**config.mk**
```make
export PLATFORM = sky130hd
export DESIGN_NAME = flag_seq_detector
export DESIGN_NICKNAME = d
export VERILOG_FILES = /design/src/rtl/flag_seq_detector.sv
export SDC_FILE = /design/constraint.sdc
export NUM_CORES = 1
export LEC_CHECK = 0
export ABC_CLOCK_PERIOD_IN_PS = 3700
export BUFFER_PORTS_ARGS = -buffer_cell sky130_fd_sc_hd__clkbuf_2
export CAP_MARGIN = 0
export CORE_ASPECT_RATIO = 0.8
export CORE_MARGIN = 2
export CORE_UTILIZATION = 40
export DETAILED_ROUTE_END_ITERATION = 8
export PLACE_DENSITY = 0.65
export SLEW_MARGIN = 20
export SYNTH_ARGS = -nofsm -noshare
export SYNTH_HDL_FRONTEND = slang
export SYNTH_SLANG_ARGS = --single-unit
```
**constraint.sdc**
```tcl
create_clock -name Clk -period 3.7 [get_ports Clk]
set_input_delay 0.555 -clock Clk [delete_from_list [all_inputs] [get_ports Clk]]
set_output_delay 0.555 -clock Clk [all_outputs]
set_load 0.02 [all_outputs]
```
**src/rtl/flag_seq_detector.sv**
```systemverilog
// Detects the overlapping serial pattern 1-1-0-1 on a sampled flag stream.
// It also counts detections and tracks the current and longest runs of 1s.
module flag_seq_detector #(
    parameter int CW = 8,
    parameter int RW = 4
) (
    input  logic          Clk,
    input  logic          Rst,
    input  logic          Din,
    input  logic          En,
    input  logic          Clr,
    output logic          Det,
    output logic [CW-1:0] Count,
    output logic [RW-1:0] Run,
    output logic [RW-1:0] MaxRun
);

    typedef enum logic [1:0] {
        S0,
        S1,
        S2,
        S3
    } state_t;

    state_t        state_reg;
    logic [RW-1:0] run_next;

    // Run value after the current sample; MaxRun is compared against this
    // value so that it updates in the same cycle as Run.
    always_comb begin
        run_next = '0;
        if (Din) begin
            run_next = (Run == '1) ? Run : Run + 1'b1;
        end
    end

    always_ff @(posedge Clk or posedge Rst) begin
        if (Rst) begin
            state_reg <= S0;
            Det       <= 1'b0;
            Count     <= '0;
            Run       <= '0;
            MaxRun    <= '0;
        end else if (Clr) begin
            state_reg <= S0;
            Det       <= 1'b0;
            Count     <= '0;
            Run       <= '0;
            MaxRun    <= '0;
        end else if (En) begin
            Det <= 1'b0;
            case (state_reg)
                S0: state_reg <= Din ? S1 : S0;
                S1: state_reg <= Din ? S2 : S0;
                S2: state_reg <= Din ? S2 : S3;
                S3: begin
                    if (Din) begin
                        // The trailing 1 of this match seeds the next match.
                        state_reg <= S1;
                        Det       <= 1'b1;
                        if (Count != '1) begin
                            Count <= Count + 1'b1;
                        end
                    end else begin
                        state_reg <= S0;
                    end
                end
                default: state_reg <= S0;
            endcase
            Run <= run_next;
            if (run_next > MaxRun) begin
                MaxRun <= run_next;
            end
        end else begin
            Det <= 1'b0;
        end
    end

endmodule
```
# Word level (Yosys, flattened, before mapping)
# Index checks and enable logic that the tools add are counted.
# classes
add_sub_neg	2
n_mux	22
n_eq_ne	5
n_lt_le_gt_ge	1
n_reduce_logical	9
# op_table
operator	n
8-bit 2-to-1 mux	5
4-bit 2-to-1 mux	7
2-bit nonzero test	5
8-bit by 1-bit adder with 8-bit output (second input constant)	1
8-bit inequality test (second input constant)	1
1-bit 2-to-1 mux	6
2-bit 2-to-1 mux	3
2-bit case mux with 3 select lines	1
4-bit by 1-bit adder with 4-bit output (second input constant)	1
2-bit == test (second input constant)	2
4-bit == test (second input constant)	1
4-bit greater-than comparator	1
4-bit AND reduction	1
2-bit by 1-bit == test with 1-bit output (second input constant)	1
2-bit zero test	1
2-bit AND reduction	1
2-bit OR reduction	1
# word_totals
output_inout_bits	17
wordCells	44
input_bits	5
register_bits	19

# Logic depth before layout (Yosys ltp)
# Gate-level depths: netlist of the first run.
# logic_depth
depth_word	7
depth_mapped	9
ltp_nobuf	9

# Worst setup path before layout of the first run
# No wires, ideal clock.
# synth_path
kind	reg-to-reg
startpoint	reg Run[0]
endpoint	reg MaxRun[0]
t_required_ns	3.621
arrival_ns	2.071
slack_ns	1.550
path_buffers	0
period_less_slack_ns	2.150
stages_incl_launch_ff	10
cell_sequence	dfrtp_1 > ha_1 > and3_1 > mux2i_1 > inv_1 > ha_1 > nor2b_1 > o211ai_1 > a21oi_2 > mux2i_1
# synth_via
elab_chain_len	6
word_cells_on_any_way	10
classes_between	1 x add/sub; 1 x order compare; 1 x eq/ne; 5 x mux; 2 x reduce/logical
# synth_lines
element	line	source
start, declared	14	output logic [RW-1:0] Run,
start signal, assigned	70	Run <= run_next;
4-bit by 1-bit adder with 4-bit output or 4-bit == test (tied branches)	33	run_next = (Run == '1) ? Run : Run + 1'b1;
4-bit 2-to-1 mux (*)	33	
4-bit 2-to-1 mux (*)	32	if (Din) begin
4-bit greater-than comparator or 4-bit 2-to-1 mux (tied branches)	71	if (run_next > MaxRun) begin
2-bit nonzero test (no source line) or 4-bit 2-to-1 mux (tied branches)	n/a	
2-bit AND reduction (no source line) or 4-bit 2-to-1 mux (tied branches)	n/a	
end signal, assigned	72	MaxRun <= run_next;
end, declared	15	output logic [RW-1:0] MaxRun
# Every way passes the cells marked *; elsewhere a longest branch is shown, timed or not. The select of a mux whose other input is x is not followed.
# A chain may end at the register's enable or synchronous reset.

# Worst setup path in the final report of the first run
# layout_path
startpoint	reg Run[1]
endpoint	reg MaxRun[2]
# Same word-level chain as after synthesis.

==> flow_metrics.py, run 1 <==
metrics = {
    "floorplanning": {
        "core_area_um2": 2829,
        "die_area_um2": 3500,
        "die_y_um": 53.32,
        "dieWidth_um": 65.65,
        "start_util": 0.4299,
        "rows": 17,
        "pin_count": 22,
    },
    "critical_path": {
        "cp-end-kind": "register",
        "worstRegToRegCells": 9,
        "cpMaxStageDelayCell": "dfrtp_1",
        "reg2reg_from": "Run[1]",
        "max_stage_delay_ns": 0.45,
        "critical_path_class": "register to register",
        "cp-start-kind": "register",
        "r2r_setup_slack_ns": 1.33,
        "critPathMaxFanout": 6,
        "crit_chain": "ha_1 > and3_1 > mux2i_1 > inv_1 > ha_1 > nor2b_1 > o211ai_1 > a21oi_2 > mux2i_1",
        "critical_path_required_ns": 3.89,
        "r2r-end": "MaxRun[2]",
        "cp-startpoint": "Run[1]",
        "critPathArrivalTime_ns": 2.56,
    },
    "pwr": {
        "swShare": 0.2619,
        "pwr-share-comb": 0.115,
        "pwr-share-clk": 0.363,
        "power.density_nw_per_um2": 297.5,
        "irDropWorstVdd_uv": 239.3,
        "p_leak_nw": 0.6733,
        "sequentialPowerShare": 0.522,
        "p_int_mw": 0.3047,
        "p_sw_mw": 0.1081,
    },
    "clock_tree": {
        "numCtsBuffers": 3,
        "cts_tree": "built",
        "cts_sinks": 19,
        "cts_setup_buffers": 0,
        "htree_levels": 1,
        "ctsLongestPathBuffers": 2,
        "cts-root-buf": "clkbuf_8",
        "holdBufCountCts": 0,
        "clk_pin_slew_ns": 0.07,
        "worstSkewPairLatency_ns": 0.26,
        "cts_resized": 0,
    },
    "routing": {
        "wl_per_cell_um": 13.15,
        "remaining_drc_errors": 0,
        "m1WireLength_um": 1141,
        "route.met2.wl_um": 1049,
        "finalWirelength_um": 2341,
        "ant_nets": 0,
        "via_per_inst": 5.163,
        "vias": 919,
        "wl_met3_um": 100,
        "firstDrtPassIters": 4,
        "top_layer": "met4",
        "drt_iter0_drc": 26,
    },
    "finish": {
        "postLayoutCellArea_um2": 1388,
        "top_register": "Count",
        "area_delta_synth_final_pct": 14.09,
        "num_antenna_cells": 0,
        "drive_gt1_frac": 0.2429,
        "largest_register_ffs": 8,
        "fin_nets": 155,
        "top_regs": "Count x8, MaxRun x4, Run x4",
    },
    "synth": {
        "netlist_top_cells_area": "dfrtp_1, mux2i_1, ha_1, nand2b_1, nor2_1",
        "synth_top_area_frac": 0.3909,
        "synth-edff-count": 0,
        "yosys-top-cells-count": "dfrtp_1, nor2_1, mux2i_1",
        "synth_ff_type": "dfrtp_1",
        "synth_area_leader_cell": "dfrtp_1",
        "ys_warn_count": 0,
        "ys_seq_elements": 19,
        "ys_types": 38,
        "synth.most_common_cell": "dfrtp_1",
        "synthArstFlopShare": 1.000,
        "avgSynthCellArea_um2": 10.22,
        "netlist_area_um2": 1216,
        "postSynthCellCount": 119,
        "synth_seq_area_share": 0.3909,
        "syn-num-nets": 133,
    },
    "sta": {
        "finalHoldWorstSlack_ns": 0.3871,
        "post-route-period-util": 0.6414,
        "fin_skew_ns": 0.001067,
        "drv_slew": 0,
        "slew_headroom": 0.5089,
        "rsz0062_at_grt": "false",
        "max_freq_ghz": 0.4214,
        "setup_viol": 0,
        "finalHoldViolCount": 0,
        "min_period_ns": 2.373,
        "worst_slew_pin_slew_ns": 0.7358,
        "tns_ns": 0,
    },
    "run_status": {
        "outcome": "finished clean",
    },
    "placed_design": {
        "gp_congestion": 0.7323,
        "port_buffers": 21,
        "place_area_um2": 1341,
        "place_hpwl_um": 1714,
    },
    "global_route": {
        "grt_overflow_total": 0,
        "grt_pass1_wl_um": 3960,
        "grt_usage": 0.1564,
        "antenna_found_initial": 0,
        "grt_max_degree": 25,
        "first_global_vias": 867,
    },
    "worst_hold_path": {
        "worstHoldPathType": "input port to async pin",
    },
    "flow_run": {
        "drv_cap": 0,
    },
}
==> cell type report <==
cell class	instances	area, µm²
inverters	8	30.03
repair buffers	21	105.1
fillers	268	1441
multi-input cells	88	683.2
clock buffers	3	41.29
clock inverters	1	5.005
flip-flops and latches	19	475.5
well taps	38	47.55
==> worst max path at each step <==
stage | endpoint | slack [ns] | depth (start not counted)
2_1_floorplan | MaxRun[0] | 1.55 | 9
3_3_place_gp | MaxRun[1] | 1.39 | 9
3_5_place_dp | MaxRun[2] | 1.33 | 9
4_1_cts | MaxRun[2] | 1.31 | 9
5_1_grt | MaxRun[2] | 1.12 | 9
6_report | MaxRun[2] | 1.33 | 9
==> per-stage QoR <==
step	total power, mW	instances	util	setup slack, ns
after global routing	0.4372	178	0.4905	1.122
after floorplan	0.2568	119	-	1.550
after global placement	0.2663	174	0.4741	1.391
after detailed placement	0.2682	174	0.4741	1.325
after CTS	0.4220	178	0.4905	1.313
final	0.4128	178	0.4905	1.327
==> critical path, delay by kind of cell (launching register included) <==
kind | cells | cell delay [ns]
DFF | 1 | 0.45
muxes | 2 | 0.57
AOI/OAI and AO/OA | 2 | 0.42
buffers and inverters | 1 | 0.08
adders and majority gates | 2 | 0.43
and+or+nand+nor | 2 | 0.35
==> logic make-up after synthesis <==
group,synth area share
buffers and inverters,0.04732
multiplexers,0.1163
adder cells (fa/ha/maj),0.09259
flip-flops,0.3909
XOR/XNOR,0.007203
AO/OA/AOI/OAI,0.1276
AND/OR/NAND/NOR,0.2181
==> power groups by stage <==
stage | Clock (mW) | Combinational (mW) | Sequential, mW
after global placement | 0 | 0.0468 | 0.220
after floorplan | 0 | 0.0353 | 0.222
final | 0.150 | 0.0475 | 0.216
after CTS | 0.158 | 0.0487 | 0.216
after detailed placement | 0 | 0.0483 | 0.220
after global routing | 0.167 | 0.0536 | 0.216
==> cell usage in the layout (no fill, tap or decap), drive strengths merged <==
cell	n
clkbuf	24
dfrtp	19
nor2	14
mux2i	13
nand2b	10
ha	9
inv	8
nand2	6
a21oi	4
nand3	4
a211oi	3
and3	3
nor3	3
a31oi	2
o211a	2
nor2b	2
o21ai	2
a41oi	2
a31o	1
o211ai	1
nand4	1
a311oi	1
and4b	1
and2	1
xnor2	1
mux2	1
a41o	1
clkinv	1
==> per-layer routing <==
metal	vias up	track usage
met1	436	0.2053
met5	-	0
met3	5	0.05106
met2	17	0.2273
li1	461	-
met4	0	0.08333
Note: power is estimated with default switching activity, not from simulation.
==> inputs of run 2 (changes only) <==
--- a/config.mk
+++ b/config.mk
@@ -5,14 +5,14 @@
 export SDC_FILE = /design/constraint.sdc
 export NUM_CORES = 1
 export LEC_CHECK = 0
-export ABC_CLOCK_PERIOD_IN_PS = 3700
+export ABC_CLOCK_PERIOD_IN_PS = 1900
 export BUFFER_PORTS_ARGS = -buffer_cell sky130_fd_sc_hd__clkbuf_2
 export CAP_MARGIN = 0
 export CORE_ASPECT_RATIO = 0.8
 export CORE_MARGIN = 2
 export CORE_UTILIZATION = 40
 export DETAILED_ROUTE_END_ITERATION = 8
-export PLACE_DENSITY = 0.65
+export PLACE_DENSITY = 0.68
 export SLEW_MARGIN = 20
 export SYNTH_ARGS = -nofsm -noshare
 export SYNTH_HDL_FRONTEND = slang
==> constraint.sdc (replaced) <==
create_clock -name Clk -period 1.9 [get_ports Clk]
set_input_delay 0.285 -clock Clk [delete_from_list [all_inputs] [get_ports Clk]]
set_output_delay 0.285 -clock Clk [all_outputs]
set_load 0.02 [all_outputs]
==> run 2 against run 1 <==
The flow now finishes with violations (setup timing); critical path depth unchanged; worst setup slack worse by 1.5 ns; cell count up 5.6%; via count increased by 7.9%; worst hold slack got worse by 0.27 ns; clock skew grew 0.0026 ns; sequential power up 94%; register-to-register slack lost 1.5 ns; maximum frequency rose by 13%; power increased by 99%; clock power increased by 86%; largest power group unchanged.
==> flow_metrics.py, run 2 (synthesis gave the netlist of run 1 again) <==
metrics = {
    "run_status": {
        "outcome": "finished, violations left",
        "violations": "setup timing",
    },
    "global_route": {
        "first_global_vias": 943,
        "antenna_found_initial": 0,
        "grt_max_degree": 25,
        "grt_usage": 0.1608,
        "grt_pass1_wl_um": 4153,
        "grt_overflow_total": 0,
    },
    "floorplanning": {
        "core_area_um2": 2829,
        "dieWidth_um": 65.65,
        "pin_count": 22,
        "start_util": 0.4299,
        "die_area_um2": 3500,
        "die_y_um": 53.32,
        "rows": 17,
    },
    "clock_tree": {
        "clk_pin_slew_ns": 0.07,
        "cts_tree": "built",
        "ctsLongestPathBuffers": 2,
        "worstSkewPairLatency_ns": 0.26,
        "cts-root-buf": "clkbuf_8",
        "cts_sinks": 19,
        "htree_levels": 1,
        "numCtsBuffers": 3,
    },
    "finish": {
        "fin_nets": 165,
        "num_antenna_cells": 0,
        "layout_common_cells": "clkbuf_2, dfrtp_1, nor2_1",
        "final_common_cell": "clkbuf_2",
        "largest_register_ffs": 8,
        "top_regs": "Count x8, MaxRun x4, Run x4",
        "area_delta_synth_final_pct": 26.85,
        "top_register": "Count",
        "drive_gt1_frac": 0.3533,
    },
    "pwr": {
        "power.density_nw_per_um2": 533.8,
        "swShare": 0.2508,
        "p_leak_nw": 0.7316,
        "power_mw": 0.8235,
        "sequentialPowerShare": 0.510,
        "p_int_mw": 0.6170,
        "pwr-share-clk": 0.339,
        "p_sw_mw": 0.2065,
        "irDropWorstVdd_uv": 436.0,
        "pwr-share-comb": 0.151,
    },
    "routing": {
        "via_per_inst": 5.277,
        "firstDrtPassIters": 4,
        "remaining_drc_errors": 0,
        "vias": 992,
        "ant_nets": 0,
        "drt_iter0_drc": 32,
        "finalWirelength_um": 2604,
        "wl_per_cell_um": 13.85,
    },
    "critical_path": {
        "cp_top_family": "adder cells",
        "critical_path_buf_inv_count": 1,
        "critPathArrivalTime_ns": 2.28,
        "path_depth": 9,
        "max_stage_delay_ns": 0.43,
        "crit_chain": "ha_4 > and3_4 > mux2i_4 > ha_4 > nor2b_4 > o211ai_1 > a21oi_2 > buf_6 > mux2i_1",
        "cp-start-kind": "register",
        "reg2reg_from": "Run[1]",
        "critPathMaxFanout": 4,
        "path_common_cell": "ha_4",
        "cp-startpoint": "Run[1]",
        "cpMaxStageDelayCell": "dfrtp_2",
        "cp-end-kind": "register",
        "worstRegToRegCells": 9,
        "r2r_setup_slack_ns": -0.21,
        "critical_path_required_ns": 2.08,
        "critical_path_class": "register to register",
    },
    "sta": {
        "finalHoldViolCount": 0,
        "rsz0062_at_grt": "true",
        "setup_viol": 4,
        "slew_headroom": 0.5233,
        "max_freq_ghz": 0.4743,
        "worst_slew_pin_slew_ns": 0.7143,
        "post-route-period-util": 1.110,
        "fin_ws_ns": -0.2084,
        "min_period_ns": 2.108,
        "drv_slew": 0,
        "fin_skew_ns": 0.003657,
    },
    "placed_design": {
        "pre_cts_ws_ns": -0.2158,
        "port_buffers": 21,
        "gp_congestion": 0.7673,
        "place_hpwl_um": 1903,
    },
    "worst_hold_path": {
        "worstHoldPathType": "input port to async pin",
    },
    "flow_run": {
        "drv_cap": 0,
    },
}
-- run 2: changes by cell type in the layout (fill, tap and decap cells not counted), moves of 2 or more --
cell     before  now
dfrtp_1      19   17
mux2i_1      13   11
dfrtp_2       0    2
mux2i_4       0    2
buf_4         0    9
ha_4          0    3
ha_1          9    6
-- run 2: metal layers --
layer / track usage / routed length [µm]
met1: 0.2031 / 1261
met5: 0 / 0
met2: 0.2694 / 1199
met3: 0.04681 / 115
met4: 0.04167 / 27
-- run 2: area by class of cell --
| class | instances | area [µm²] |
|---|---|---|
| inverter | 8 | 30.03 |
| clock buffer | 4 | 45.04 |
| multi-input combinational | 88 | 758.2 |
| timing repair buffer | 31 | 183.9 |
| tap | 38 | 47.55 |
| fill | 248 | 1286 |
| sequential | 19 | 478.0 |
-- run 2: power by group through the flow --
stage          Clock (mW)  Sequential, mW  Combinational (mW)
3_3_place_gp            0           0.427               0.103
5_1_grt             0.305           0.421               0.137
4_1_cts             0.287           0.420               0.114
2_1_floorplan           0           0.433              0.0710
6_report            0.279           0.420               0.124
3_5_place_dp            0           0.428               0.107
-- run 2: what timing repair did --
action | CTS | global route
hold buffers | 0 | 0
gates resized for setup | 1 | 8
setup endpoints to repair | 4 | 4
pin swaps | 3 | 2
buffers inserted | 1 | 0
cloned | 0 | 0
hold endpoints to repair | 0 | 0
-- run 2: path summary, 6_finish.rpt --
kind / to
min in group Clk: state_reg[1]
max in group asynchronous: Run[1]
max: MaxRun[0]
max reg2reg: MaxRun[0]
min reg2reg: MaxRun[1]
min: Count[2]
-- run 2: per-stage QoR --
| step | hold WS, ns | instance area [µm²] | util | instances | TNS [ns] |
|---|---|---|---|---|---|
| floorplan | 0.2360 | 1244 | - | 119 | -0.5142 |
| global placement | 0.4180 | 1436 | 0.5077 | 183 | -0.4358 |
| detailed placement | 0.4292 | 1436 | 0.5077 | 183 | -0.7811 |
| CTS | 0.1483 | 1493 | 0.5276 | 188 | -0.5834 |
| global route | 0.1752 | 1543 | 0.5453 | 188 | -1.076 |
| finish | 0.1178 | 1543 | 0.5453 | 188 | -0.7737 |
-- run 2: worst register-to-register path: stages (launching register included) --
cell and delay, ns:
dfrtp_2 0.43, ha_4 0.18, and3_4 0.20, mux2i_4 0.20, ha_4 0.27, nor2b_4 0.12, o211ai_1 0.11, a21oi_2 0.19
buf_6 0.14, mux2i_1 0.19
